$ cat config.mk
export PLATFORM = sky130hd
export DESIGN_NAME = painter_column_scheduler
export DESIGN_NICKNAME = d
export VERILOG_FILES = /design/src/rtl/painter_pkg.sv /design/src/rtl/column_tick_counter.sv /design/src/rtl/painter_column_scheduler.sv
export SDC_FILE = /design/constraint.sdc
export NUM_CORES = 1
export LEC_CHECK = 0
export CORE_MARGIN = 4
export CORE_UTILIZATION = 55
export CTS_BUF_LIST = sky130_fd_sc_hd__clkbuf_2 sky130_fd_sc_hd__clkbuf_4 sky130_fd_sc_hd__clkbuf_8
export CTS_CLUSTER_SIZE = 30
export DETAILED_ROUTE_END_ITERATION = 12
export PLACE_DENSITY = 0.87
export SYNTH_ARGS = -nofsm -noshare
export SYNTH_HDL_FRONTEND = slang
export SYNTH_SLANG_ARGS = --single-unit
$ cat constraint.sdc
create_clock -name clk -period 1.85 [get_ports clk]
set_input_delay 0.2775 -clock clk [delete_from_list [all_inputs] [get_ports clk]]
set_output_delay 0.2775 -clock clk [all_outputs]
set_load 0.02 [all_outputs]
$ cat src/rtl/painter_pkg.sv
`default_nettype none
// ============================================================================
// Module : painter_pkg
// Brief  : Shared types for the POV painter. paint_state_t is also used by the
//          image-buffer controller, so the encoding is pinned explicitly.
// Ports  : none (package)
// Rev    : 1.0 - initial release
// ============================================================================
package painter_pkg;

  localparam logic [1:0] PS_IDLE  = 2'd0;
  localparam logic [1:0] PS_ARMED = 2'd1;
  localparam logic [1:0] PS_PAINT = 2'd2;
  localparam logic [1:0] PS_DRAIN = 2'd3;

  typedef enum logic [1:0] {
    IDLE  = PS_IDLE,
    ARMED = PS_ARMED,
    PAINT = PS_PAINT,
    DRAIN = PS_DRAIN
  } paint_state_t;

endpackage
`default_nettype wire

$ cat src/rtl/column_tick_counter.sv
`default_nettype none
// ============================================================================
// Module : column_tick_counter
// Brief  : Counts forward encoder steps between column requests. Reverse
//          steps walk the count back, saturating at zero.
// Ports  : clk, reset     - clock, synchronous active-high reset
//          clear_i        - force the count to zero
//          step_i         - a step to be counted this cycle
//          fwd_i          - step is in the painting direction
//          col_due_o      - combinational pulse: this step completes a column
// Rev    : 1.0 - initial release
// ============================================================================
module column_tick_counter #(
  parameter int TICKS_PER_COL = 16
) (
  input  logic clk,
  input  logic reset,
  input  logic clear_i,
  input  logic step_i,
  input  logic fwd_i,
  output logic col_due_o
);

  localparam int CNT_W = $clog2(TICKS_PER_COL);
  localparam logic [CNT_W:0] LAST_CNT = (CNT_W + 1)'(TICKS_PER_COL - 1);

  logic [CNT_W-1:0] tick_cnt_q;
  logic [CNT_W-1:0] tick_cnt_d;

  always_comb begin
    tick_cnt_d = tick_cnt_q;
    col_due_o  = 1'b0;
    if (clear_i) begin
      tick_cnt_d = '0;
    end else if (step_i) begin
      if (fwd_i) begin
        // tick_cnt + 1 == TICKS_PER_COL, compared one bit wider to avoid wrap
        if ({1'b0, tick_cnt_q} == LAST_CNT) begin
          tick_cnt_d = '0;
          col_due_o  = 1'b1;
        end else begin
          tick_cnt_d = tick_cnt_q + 1'b1;
        end
      end else if (tick_cnt_q != '0) begin
        tick_cnt_d = tick_cnt_q - 1'b1;
      end
    end
  end

  always_ff @(posedge clk) begin
    if (reset) begin
      tick_cnt_q <= '0;
    end else begin
      tick_cnt_q <= tick_cnt_d;
    end
  end

endmodule
`default_nettype wire

$ cat src/rtl/painter_column_scheduler.sv
`default_nettype none
// ============================================================================
// Module : painter_column_scheduler
// Brief  : Turns encoder steps into LED column requests. Once armed, one
//          column is requested every TICKS_PER_COL forward steps; columns the
//          driver cannot take in time are skipped and flagged as overrun.
// Ports  : clk, reset           - clock, synchronous active-high reset
//          step_valid_i/dir_i   - decoded quadrature step and its direction
//          arm_i, abort_i       - start an image / return to idle
//          col_valid_o/index_o  - column request, held until col_ready_i
//          col_ready_i          - driver accepts the pending request
//          paint_dir_o          - direction latched on the first step
//          busy_o, overrun_o    - not idle / sticky skipped-column flag
//          done_o               - one-cycle pulse at image completion
// Rev    : 1.0 - initial release
// ============================================================================
module painter_column_scheduler
  import painter_pkg::*;
#(
  parameter int TICKS_PER_COL = 16,
  parameter int NUM_COLS      = 64,
  parameter int COL_W         = 6
) (
  input  logic             clk,
  input  logic             reset,
  input  logic             step_valid_i,
  input  logic             step_dir_i,
  input  logic             arm_i,
  input  logic             abort_i,
  input  logic             col_ready_i,
  output logic             col_valid_o,
  output logic [COL_W-1:0] col_index_o,
  output logic             paint_dir_o,
  output logic             busy_o,
  output logic             overrun_o,
  output logic             done_o
);

  localparam logic [COL_W-1:0] LAST_IDX = COL_W'(NUM_COLS - 1);

  paint_state_t     state_q, state_d;
  logic [COL_W-1:0] next_idx_q, next_idx_d;
  logic [COL_W-1:0] col_index_q, col_index_d;
  logic             col_valid_q, col_valid_d;
  logic             paint_dir_q, paint_dir_d;
  logic             overrun_q, overrun_d;
  logic             done_q, done_d;
  logic             busy_q, busy_d;

  logic             cnt_clear;
  logic             cnt_step;
  logic             cnt_due;
  logic             col_due;
  logic             slot_free;

  // Counter restarts on arm and again on the first step, which itself
  // produces column 0 rather than being counted.
  assign cnt_clear = !abort_i &&
                     ((state_q == IDLE && arm_i) || (state_q == ARMED && step_valid_i));
  assign cnt_step  = !abort_i && state_q == PAINT && step_valid_i;

  column_tick_counter #(
    .TICKS_PER_COL(TICKS_PER_COL)
  ) u_tick (
    .clk      (clk),
    .reset    (reset),
    .clear_i  (cnt_clear),
    .step_i   (cnt_step),
    .fwd_i    (step_dir_i == paint_dir_q),
    .col_due_o(cnt_due)
  );

  assign col_due   = (state_q == ARMED && step_valid_i) || (state_q == PAINT && cnt_due);
  assign slot_free = !col_valid_q || col_ready_i;

  always_comb begin
    state_d     = state_q;
    next_idx_d  = next_idx_q;
    col_index_d = col_index_q;
    col_valid_d = col_valid_q;
    paint_dir_d = paint_dir_q;
    overrun_d   = overrun_q;
    done_d      = 1'b0;

    if (col_valid_q && col_ready_i) begin
      col_valid_d = 1'b0;
    end

    case (state_q)
      IDLE: begin
        if (arm_i) begin
          state_d    = ARMED;
          next_idx_d = '0;
          overrun_d  = 1'b0;
        end
      end
      ARMED: begin
        if (step_valid_i) begin
          paint_dir_d = step_dir_i;
          state_d     = PAINT;
        end
      end
      PAINT: begin
      end
      DRAIN: begin
        // Final request accepted (or nothing left pending): image complete
        if (slot_free) begin
          state_d = IDLE;
          done_d  = 1'b1;
        end
      end
      default: state_d = IDLE;
    endcase

    // A due column always advances next_idx so the image stays locked to
    // position; it is only loaded if the single request slot is free.
    if (col_due) begin
      if (slot_free) begin
        col_valid_d = 1'b1;
        col_index_d = next_idx_q;
      end else begin
        overrun_d = 1'b1;
      end
      next_idx_d = next_idx_q + 1'b1;
      if (next_idx_q == LAST_IDX) begin
        state_d = DRAIN;
      end
    end

    if (abort_i) begin
      state_d     = IDLE;
      col_valid_d = 1'b0;
      done_d      = 1'b0;
    end
  end

  assign busy_d = (state_d != IDLE);

  always_ff @(posedge clk) begin
    if (reset) begin
      state_q     <= IDLE;
      next_idx_q  <= '0;
      col_index_q <= '0;
      col_valid_q <= 1'b0;
      paint_dir_q <= 1'b0;
      overrun_q   <= 1'b0;
      done_q      <= 1'b0;
      busy_q      <= 1'b0;
    end else begin
      state_q     <= state_d;
      next_idx_q  <= next_idx_d;
      col_index_q <= col_index_d;
      col_valid_q <= col_valid_d;
      paint_dir_q <= paint_dir_d;
      overrun_q   <= overrun_d;
      done_q      <= done_d;
      busy_q      <= busy_d;
    end
  end

  assign col_valid_o = col_valid_q;
  assign col_index_o = col_index_q;
  assign paint_dir_o = paint_dir_q;
  assign busy_o      = busy_q;
  assign overrun_o   = overrun_q;
  assign done_o      = done_q;

endmodule
`default_nettype wire

Word level (Yosys, flattened, before mapping) --
Cells that the tools add are included.
Word-level totals: word-level logic and storage cells 69, output and inout port bits 11, register bits 23, input port bits 7
Cells by class: bitwise operators 1, mux-type cells 25, $add $sub $neg 3, eq/ne operators 6, reductions and logical operators 25
Operator list (number):
- 6-bit two-way mux | 3
- 1-bit two-way mux | 12
- 2-bit two-way mux | 6
- 4-bit two-way mux | 3
- 2-bit AND reduction | 4
- 2-bit nonzero test | 4
- 1-bit logical AND | 7
- 6-bit by 1-bit adder with 6-bit output (second input constant) | 1
- 6-bit == test (second input constant) | 1
- 2-bit one-hot mux with 3 select lines | 1
- 4-bit by 1-bit adder with 4-bit output (second input constant) | 1
- 2-bit == test (second input constant) | 2
- 4-bit == test (second input constant) | 1
- 4-bit nonzero test | 1
- 2-bit OR reduction | 2
- 4-bit by 1-bit subtractor with 4-bit output (second input constant) | 1
- 1-bit logical OR | 3
- 3-bit OR reduction | 1
- 2-bit by 1-bit == test with 1-bit output (second input constant) | 1
- 1-bit zero test | 2
- 2-bit zero test | 1
- 1-bit == test | 1
- 1-bit inverter | 1

Depth between registers and ports, before layout --
Gate-level depths: netlist (run 1).
depth after elaboration 10, depth in mapped cells 6, gate-level depth less buffers 5

Hierarchy --
Synthesis (run 1) repeated with hierarchy kept, for this count alone.
Second synthesis, totals: cell total of the unflattened synthesis 142, area total of the unflattened synthesis 1335.0 µm²
Modules (own cells, without submodules):
- painter_column_scheduler | cells an instance 106, sequential area each 380.4 µm², area an instance 1011.0 µm², instances 1
- column_tick_counter | cells an instance 36, sequential area each 80.1 µm², area an instance 324.1 µm², instances 1

Worst setup path after synthesis (run 1) --
Ideal clock, no wire load.
kind register to register, start point register u_tick.tick_cnt_q[1], end point register next_idx_q[3], arrival time 1.588 ns, data required time 1.776 ns, setup time 0.074 ns, path slack 0.188 ns, clock period less this slack 1.662 ns, path buffers 0, cell stages (with the launch flop) 6, cells stage by stage dfxtp_1 ha_1 nand3_1 o31a_4 or3_1 a31oi_1
Between the ends: word-level cells in the longest chain between the ends 9, elaborated cells on any way between the ends 11, classes of those cells 1 x eq/ne; 5 x mux; 5 x reduce/logical
RTL lines:
- start: declaration | RTL line column_tick_counter.sv:27 | logic [CNT_W-1:0] tick_cnt_q;
- start signal: assignment | RTL line column_tick_counter.sv:54 | tick_cnt_q <= tick_cnt_d;
- 4-bit == test * | RTL line column_tick_counter.sv:38 | if ({1'b0, tick_cnt_q} == LAST_CNT) begin
- 1-bit two-way mux * | RTL line column_tick_counter.sv:38
- 1-bit two-way mux * | RTL line column_tick_counter.sv:36 | if (fwd_i) begin
- 1-bit two-way mux * | RTL line column_tick_counter.sv:35 | end else if (step_i) begin
- 1-bit two-way mux * | RTL line column_tick_counter.sv:33 | if (clear_i) begin
- 1-bit logical AND * | RTL line painter_column_scheduler.sv:73 | assign col_due = (state_q == ARMED && step_valid_i) || (state_q == PAINT && cnt_due);
- 1-bit logical OR * | RTL line painter_column_scheduler.sv:73
- 2-bit nonzero test (no source line)
- 2-bit AND reduction (no source line)
- end signal: assignment | RTL line painter_column_scheduler.sv:151 | next_idx_q <= next_idx_d;
- end: declaration | RTL line painter_column_scheduler.sv:42 | logic [COL_W-1:0] next_idx_q, next_idx_d;
Mark *: on every way between the ends. The rest lies on a longest branch, timed or not. A chain may end at the register's enable or synchronous reset.

Final worst setup path (run 1) --
start point register u_tick.tick_cnt_q[0], end point register next_idx_q[5]
The elaborated chain is that of the path after synthesis.

==> results of run 1 <==
-- state kept, by name, summed over array words and instances (netlist names) --
register           cells
busy_o                 1
col_index_o            6
paint_dir_o            1
u_tick.tick_cnt_q      4
next_idx_q             6
state_q                2
col_valid_o            1
overrun_o              1
done_o                 1
-- worst reg2reg max path: stages (launching register included) --
cell and delay, ns:
dfxtp_2 0.39, ha_1 0.19, nand3_2 0.14, o31a_4 0.39, or3_1 0.37, a31oi_1 0.18
-- layer usage --
| layer | share of wire [%] | vias to the layer above |
|---|---|---|
| met5 | 0 | - |
| met1 | 40 | 526 |
| met3 | 3.5 | 7 |
| li1 | - | 554 |
| met2 | 54 | 23 |
| met4 | 2.3 | 0 |
-- cell type report --
cell class	count	area share (%)
repair buffers	31	18.5
clock buffers	4	2.02
multi-input cells	103	45.0
flip-flops and latches	23	31.0
well taps	27	2.27
inverters	5	1.26
-- power groups by stage --
stage               logic, mW  registers, mW  clock network (mW)
floorplan              0.0431          0.517                   0
global placement       0.0890          0.515                   0
detailed placement     0.0920          0.516                   0
CTS                    0.0925          0.504               0.257
global route           0.0997          0.506               0.282
finish                 0.0926          0.505               0.257
-- cell usage in the layout (no fill, tap or decap), types with 2 or more instances in the layout --
master,instances
buf_4,14
xnor2_1,2
inv_1,5
or2_2,2
nor2_1,4
and3_1,2
o211ai_1,2
mux2i_1,2
or3_1,4
nor3_1,2
o21ai_0,10
nand2_1,12
dfxtp_1,22
a21oi_1,19
a31oi_1,5
nor2b_1,2
clkdlybuf4s50_1,17
ha_1,4
nand3b_1,3
nand3_1,13
clkbuf_4,4
-- worst paths after layout --
path / from / endpoint / slack (ns) / depth (start not counted)
worst max-delay path: u_tick.tick_cnt_q[0] / next_idx_q[5] / 0.12 / 5
worst min-delay path: overrun_o / overrun_o / 0.49 / 2
worst max register to register: u_tick.tick_cnt_q[0] / next_idx_q[5] / 0.12 / 5
worst min register to register: overrun_o / overrun_o / 0.49 / 2
-- logic make-up after synthesis --
group | after synthesis
multiplexers | 2
AND/OR/NAND/NOR | 51
buffers and inverters | 9
AO/OA/AOI/OAI | 43
flip-flops | 23
XOR/XNOR | 3
adder cells (fa/ha/maj) | 4
-- stage by stage --
stage	TNS (ns)	util, %	instance area, um2	setup slack, ns
finish	0	75.1	1490	0.123
global route	0	75.1	1490	0.0234
CTS	0	74.8	1480	0.00829
detailed placement	-0.810	73.3	1450	-0.145
global placement	-0.406	73.3	1450	-0.0829
floorplan	0	-	1160	0.188
==> impl_metrics.toml, run 1 <==
[critical_path]
cp-start-kind = "register"
cpMaxStageDelayCell = "dfxtp_2"
worstSetupPathType = "register to register"
cp_cell_sequence = "ha_1 -> nand3_2 -> o31a_4 -> or3_1 -> a31oi_1"
arrival_ns = 1.99
crit_fanout = 7
cp.required_ns = 2.11
cp-end-kind = "register"
critPathBufInv = 0
critPathMaxStageDelay_ns = 0.39
critPathTopFamily = "compound AO/OA/AOI/OAI gates"

[routing]
drt_pass1_iterations = 4
ant_nets = 0
via_count = 1110
wl_per_cell_um = 14.7
viasPerCell = 5.75
dr.first_iter.drc_count = 26
drcViolationCount = 0
wirelength_um = 2840

[floorplanning]
rows = 16
start_util_pct = 58.6
die_area_um2 = 2910
ioPinCount = 18
die_y_um = 53.9
die_w_um = 53.9
coreArea_um2 = 1980

[synth]
muxShareOfSynthArea_pct = 1.72
synth_largest_area_cell = "dfxtp_1"
synth_compound_area_share_pct = 23.4
synth_top_family_by_area = "simple AND/OR/NAND/NOR gates"
ys_seq_elements = 23
synth_enable_flop_cells = 0
post-synth-top-count-cell = "dfxtp_1"
synth_top_area_share_pct = 39.7
synthTopCellsByCount = "dfxtp_1 (23), a21oi_1 (19), nand3_1 (14)"
synth_xor_xnor_area_share_pct = 2.91
synth.area.top_cells = "dfxtp_1 (40%), a21oi_1 (8.2%), nand3_1 (6.0%), ha_1 (4.3%), o21ai_0 (4.3%)"
yosysSeqAreaShare_pct = 39.7
synthFlopType = "dfxtp_1"
syn_inst = 135
avgSynthCellArea_um2 = 8.60
ys_warn_count = 0
synth_cell_type_count = 34
synth.net_count = 146
synthAdderAreaFrac_pct = 4.31
yosys.area_share.simple_pct = 24.9
synthArstFlopShare_pct = 0
syn_area_um2 = 1160

[pwr]
power.share.sequential_pct = 59.1
internal_power_mw = 0.645
pwr_density_cell_nw_per_um2 = 573
clkPwrFrac_pct = 30.1
total_leakage_power_nw = 0.524
comb_power_share_pct = 10.8
p_total_mw = 0.854
switchingPower_mw = 0.209
swShare_pct = 24.4
vdd_drop_max_mv = 0.500

[sta]
post-route-period-util_pct = 93.4
setup_viol = 0
rsz0062_at_grt = "false"
period_needed_ns = 1.73
hold_viol = 0
relSlewSlack_pct = 74.4
max_freq_mhz = 579
worst_slew_pin_slew_ns = 0.384
clock_skew_ns = 0.00353
whs_ns = 0.490
report.final.slew_viol_count = 0

[finish]
antenna_cells = 0
seq_area_um2 = 462
instances_no_fill = 193
layout-drive-gt1-share_pct = 16.3
multi_input_area_um2 = 669
area_delta_synth_final_pct = 28.2
fillerInstances = 159
finalNetCount = 178

[global_routing]
grt_pass1_vias = 1158
met3_usage_pct = 2.77
gr-usage-all-layers_pct = 22.5
use_met1_pct = 23.4
grt_pass1_wl_um = 4720
antenna_found_initial = 0
grt_busiest_layer = "met2"
grtUsageMet2_pct = 42.5
grt_max_degree = 15
overflow = 0

[clock_network]
tritoncts.num_buffers = 3
cts_root_buf = "clkbuf_4"
cts_tree = "yes"
clkLatencyLatePin_ns = 0.32
clk_path_buf_depth = 2
clock_sinks = 23
ctsResizeCount = 0
hold_buffers = 0
postCtsSetupRepairBufs = 0
clkTransAtPathRegs_ns = 0.13
h-tree-depth = 1

[placed_design]
dp.cells = 189
port_buffers = 17
gp_congestion = 0.826
dp_hpwl_um = 2130

[run]
drv_cap = 0

[worst_hold_path]
hold_class = "register to register"

[run_status]
outcome = "finished, final reports clean"
Note: power is estimated with default switching activity, not from simulation.
==> inputs of run 2 (changes only) <==
--- a/config.mk
+++ b/config.mk
@@ -6,11 +6,11 @@
 export NUM_CORES = 1
 export LEC_CHECK = 0
 export CORE_MARGIN = 4
-export CORE_UTILIZATION = 55
+export CORE_UTILIZATION = 59
 export CTS_BUF_LIST = sky130_fd_sc_hd__clkbuf_2 sky130_fd_sc_hd__clkbuf_4 sky130_fd_sc_hd__clkbuf_8
 export CTS_CLUSTER_SIZE = 30
 export DETAILED_ROUTE_END_ITERATION = 12
-export PLACE_DENSITY = 0.87
+export PLACE_DENSITY = 0.92
 export SYNTH_ARGS = -nofsm -noshare
 export SYNTH_HDL_FRONTEND = slang
 export SYNTH_SLANG_ARGS = --single-unit
==> constraint.sdc (replaced) <==
create_clock -name clk -period 2.1 [get_ports clk]
set_input_delay 0.315 -clock clk [delete_from_list [all_inputs] [get_ports clk]]
set_output_delay 0.315 -clock clk [all_outputs]
set_load 0.02 [all_outputs]
==> run 2 against run 1 <==
  * Non-clock buffer count shrank 9
  * Register-to-register slack gained 0.04 ns
  * Design area shrank 5.3%
  * Cell count shrank 5.7%
  * Combinational power shrank 20%
  * Maximum frequency shrank 11%
  * First-iteration DRC count grew 12%
  * Die area shrank 5.8%
  * Highest routed layer unchanged
==> impl_metrics.toml, run 2 (synthesized netlist as in run 1, its figures left out) <==
[placed_design]
gp_congestion = 0.799
dp_hpwl_um = 1930
post-place-ws_ns = -0.00439
port_buffers = 17

[sta]
whs_ns = 0.492
worst_slew_pin_slew_ns = 0.586
max_freq_mhz = 516
setup_viol = 0
clock_skew_ns = 0.00708
report.final.slew_viol_count = 0
rsz0062_at_grt = "false"
period_needed_ns = 1.94
relSlewSlack_pct = 60.6
post-route-period-util_pct = 92.3
hold_viol = 0
fin_ws_ns = 0.161

[floorplanning]
die_area_um2 = 2740
die_y_um = 52.4
start_util_pct = 64.4
ioPinCount = 18
coreArea_um2 = 1800
rows = 15
die_w_um = 52.4

[finish]
final_util_pct = 78.3
antenna_cells = 0
area_delta_synth_final_pct = 21.4
finalNetCount = 169
layout-drive-gt1-share_pct = 10.2
mostFrequentLayoutCells = "dfxtp_1 (23), a21oi_1 (19), clkdlybuf4s50_1 (17)"
final_common_cell = "dfxtp_1"

[clock_network]
h-tree-depth = 1
cts_root_buf = "clkbuf_4"
clkTransAtPathRegs_ns = 0.13
hold_buffers = 0
ctsResizeCount = 0
tritoncts.num_buffers = 3
postCtsSetupRepairBufs = 0
clk_path_buf_depth = 2
clock_sinks = 23
clkLatencyLatePin_ns = 0.31
cts_tree = "yes"

[run_status]
outcome = "finished, final reports clean"

[critical_path]
worst-r2r-setup-slack_ns = 0.16
cp.required_ns = 2.35
crit_fanout = 11
startpoint = "u_tick.tick_cnt_q[1]"
timing.rr.start = "u_tick.tick_cnt_q[1]"
reg2reg_to = "next_idx_q[5]"
worstSetupPathType = "register to register"
cp-end-kind = "register"
cp-start-kind = "register"
reg2reg_depth = 5
arrival_ns = 2.18

[global_routing]
grt_max_degree = 15
overflow = 0
grt_pass1_wl_um = 4540
antenna_found_initial = 0
gr-usage-all-layers_pct = 21.7
grt_pass1_vias = 1102

[worst_hold_path]
hold_class = "register to register"
min_from = "col_index_o[2]"
min_to = "col_index_o[2]"
holdPathStages = 2

[pwr]
swShare_pct = 24.7
vdd_drop_max_mv = 0.562
power.share.sequential_pct = 61.4
clkPwrFrac_pct = 28.4
comb_power_share_pct = 10.2
total_leakage_power_nw = 0.480
internal_power_mw = 0.545
switchingPower_mw = 0.179
pwr_density_cell_nw_per_um2 = 513

[routing]
viasPerCell = 6.18
via_count = 1125
wl_per_cell_um = 14.4
drt_pass1_iterations = 4
ant_nets = 0
drcViolationCount = 0
dr.first_iter.drc_count = 29
wirelength_um = 2620

[run]
drv_cap = 0
## run 2: how the worst max path moves through the flow
stage / endpoint / slack [ns] / depth (start not counted)
6_report: next_idx_q[5] / 0.16 / 5
5_1_grt: next_idx_q[4] / 0.03 / 5
4_1_cts: next_idx_q[5] / 0.17 / 5
3_5_place_dp: next_idx_q[5] / -0.004 / 5
3_3_place_gp: next_idx_q[3] / 0.07 / 5
2_1_floorplan: next_idx_q[3] / 0.44 / 5
## run 2: power by group through the flow
stage                     Combinational, mW  Sequential (mW)  Clock, mW
after global routing                 0.0789            0.445      0.230
after floorplan                      0.0379            0.456          0
after global placement               0.0704            0.454          0
after CTS                            0.0733            0.445      0.210
after detailed placement             0.0726            0.454          0
final                                0.0739            0.445      0.205
## run 2: area by class of cell
cell class | count | area (um2)
Clock buffer | 3 | 22.5
Clock inverter | 1 | 5.00
Fill cell | 132 | 392
Inverter | 5 | 18.8
Multi-Input combinational cell | 103 | 664
Sequential cell | 23 | 460
Tap cell | 25 | 31.3
Timing Repair Buffer | 22 | 208
## run 2: per-stage QoR
stage | power, mW | cell area (um2) | cells | TNS (ns)
floorplan | 0.494 | 1160 | 135 | 0
CTS | 0.728 | 1410 | 182 | 0
global route | 0.754 | 1410 | 182 | 0
finish | 0.724 | 1410 | 182 | 0
detailed placement | 0.527 | 1380 | 178 | -0.00439
global placement | 0.524 | 1380 | 178 | 0
## run 2: worst max-delay path: stages (launching register included)
cell and delay [ns]:
dfxtp_1 0.45, ha_1 0.25, nand3_1 0.21, o31a_4 0.43
or3_1 0.37, a31oi_1 0.17
## run 2: per-layer routing
metal / up-vias / wire, um / global-route usage (%)
met5: - / 0 / 0
met4: 0 / 20 / 9.79
met3: 4 / 198 / 4.84
met2: 55 / 1280 / 36.8
met1: 523 / 1120 / 25.8
li1: 543 / - / -
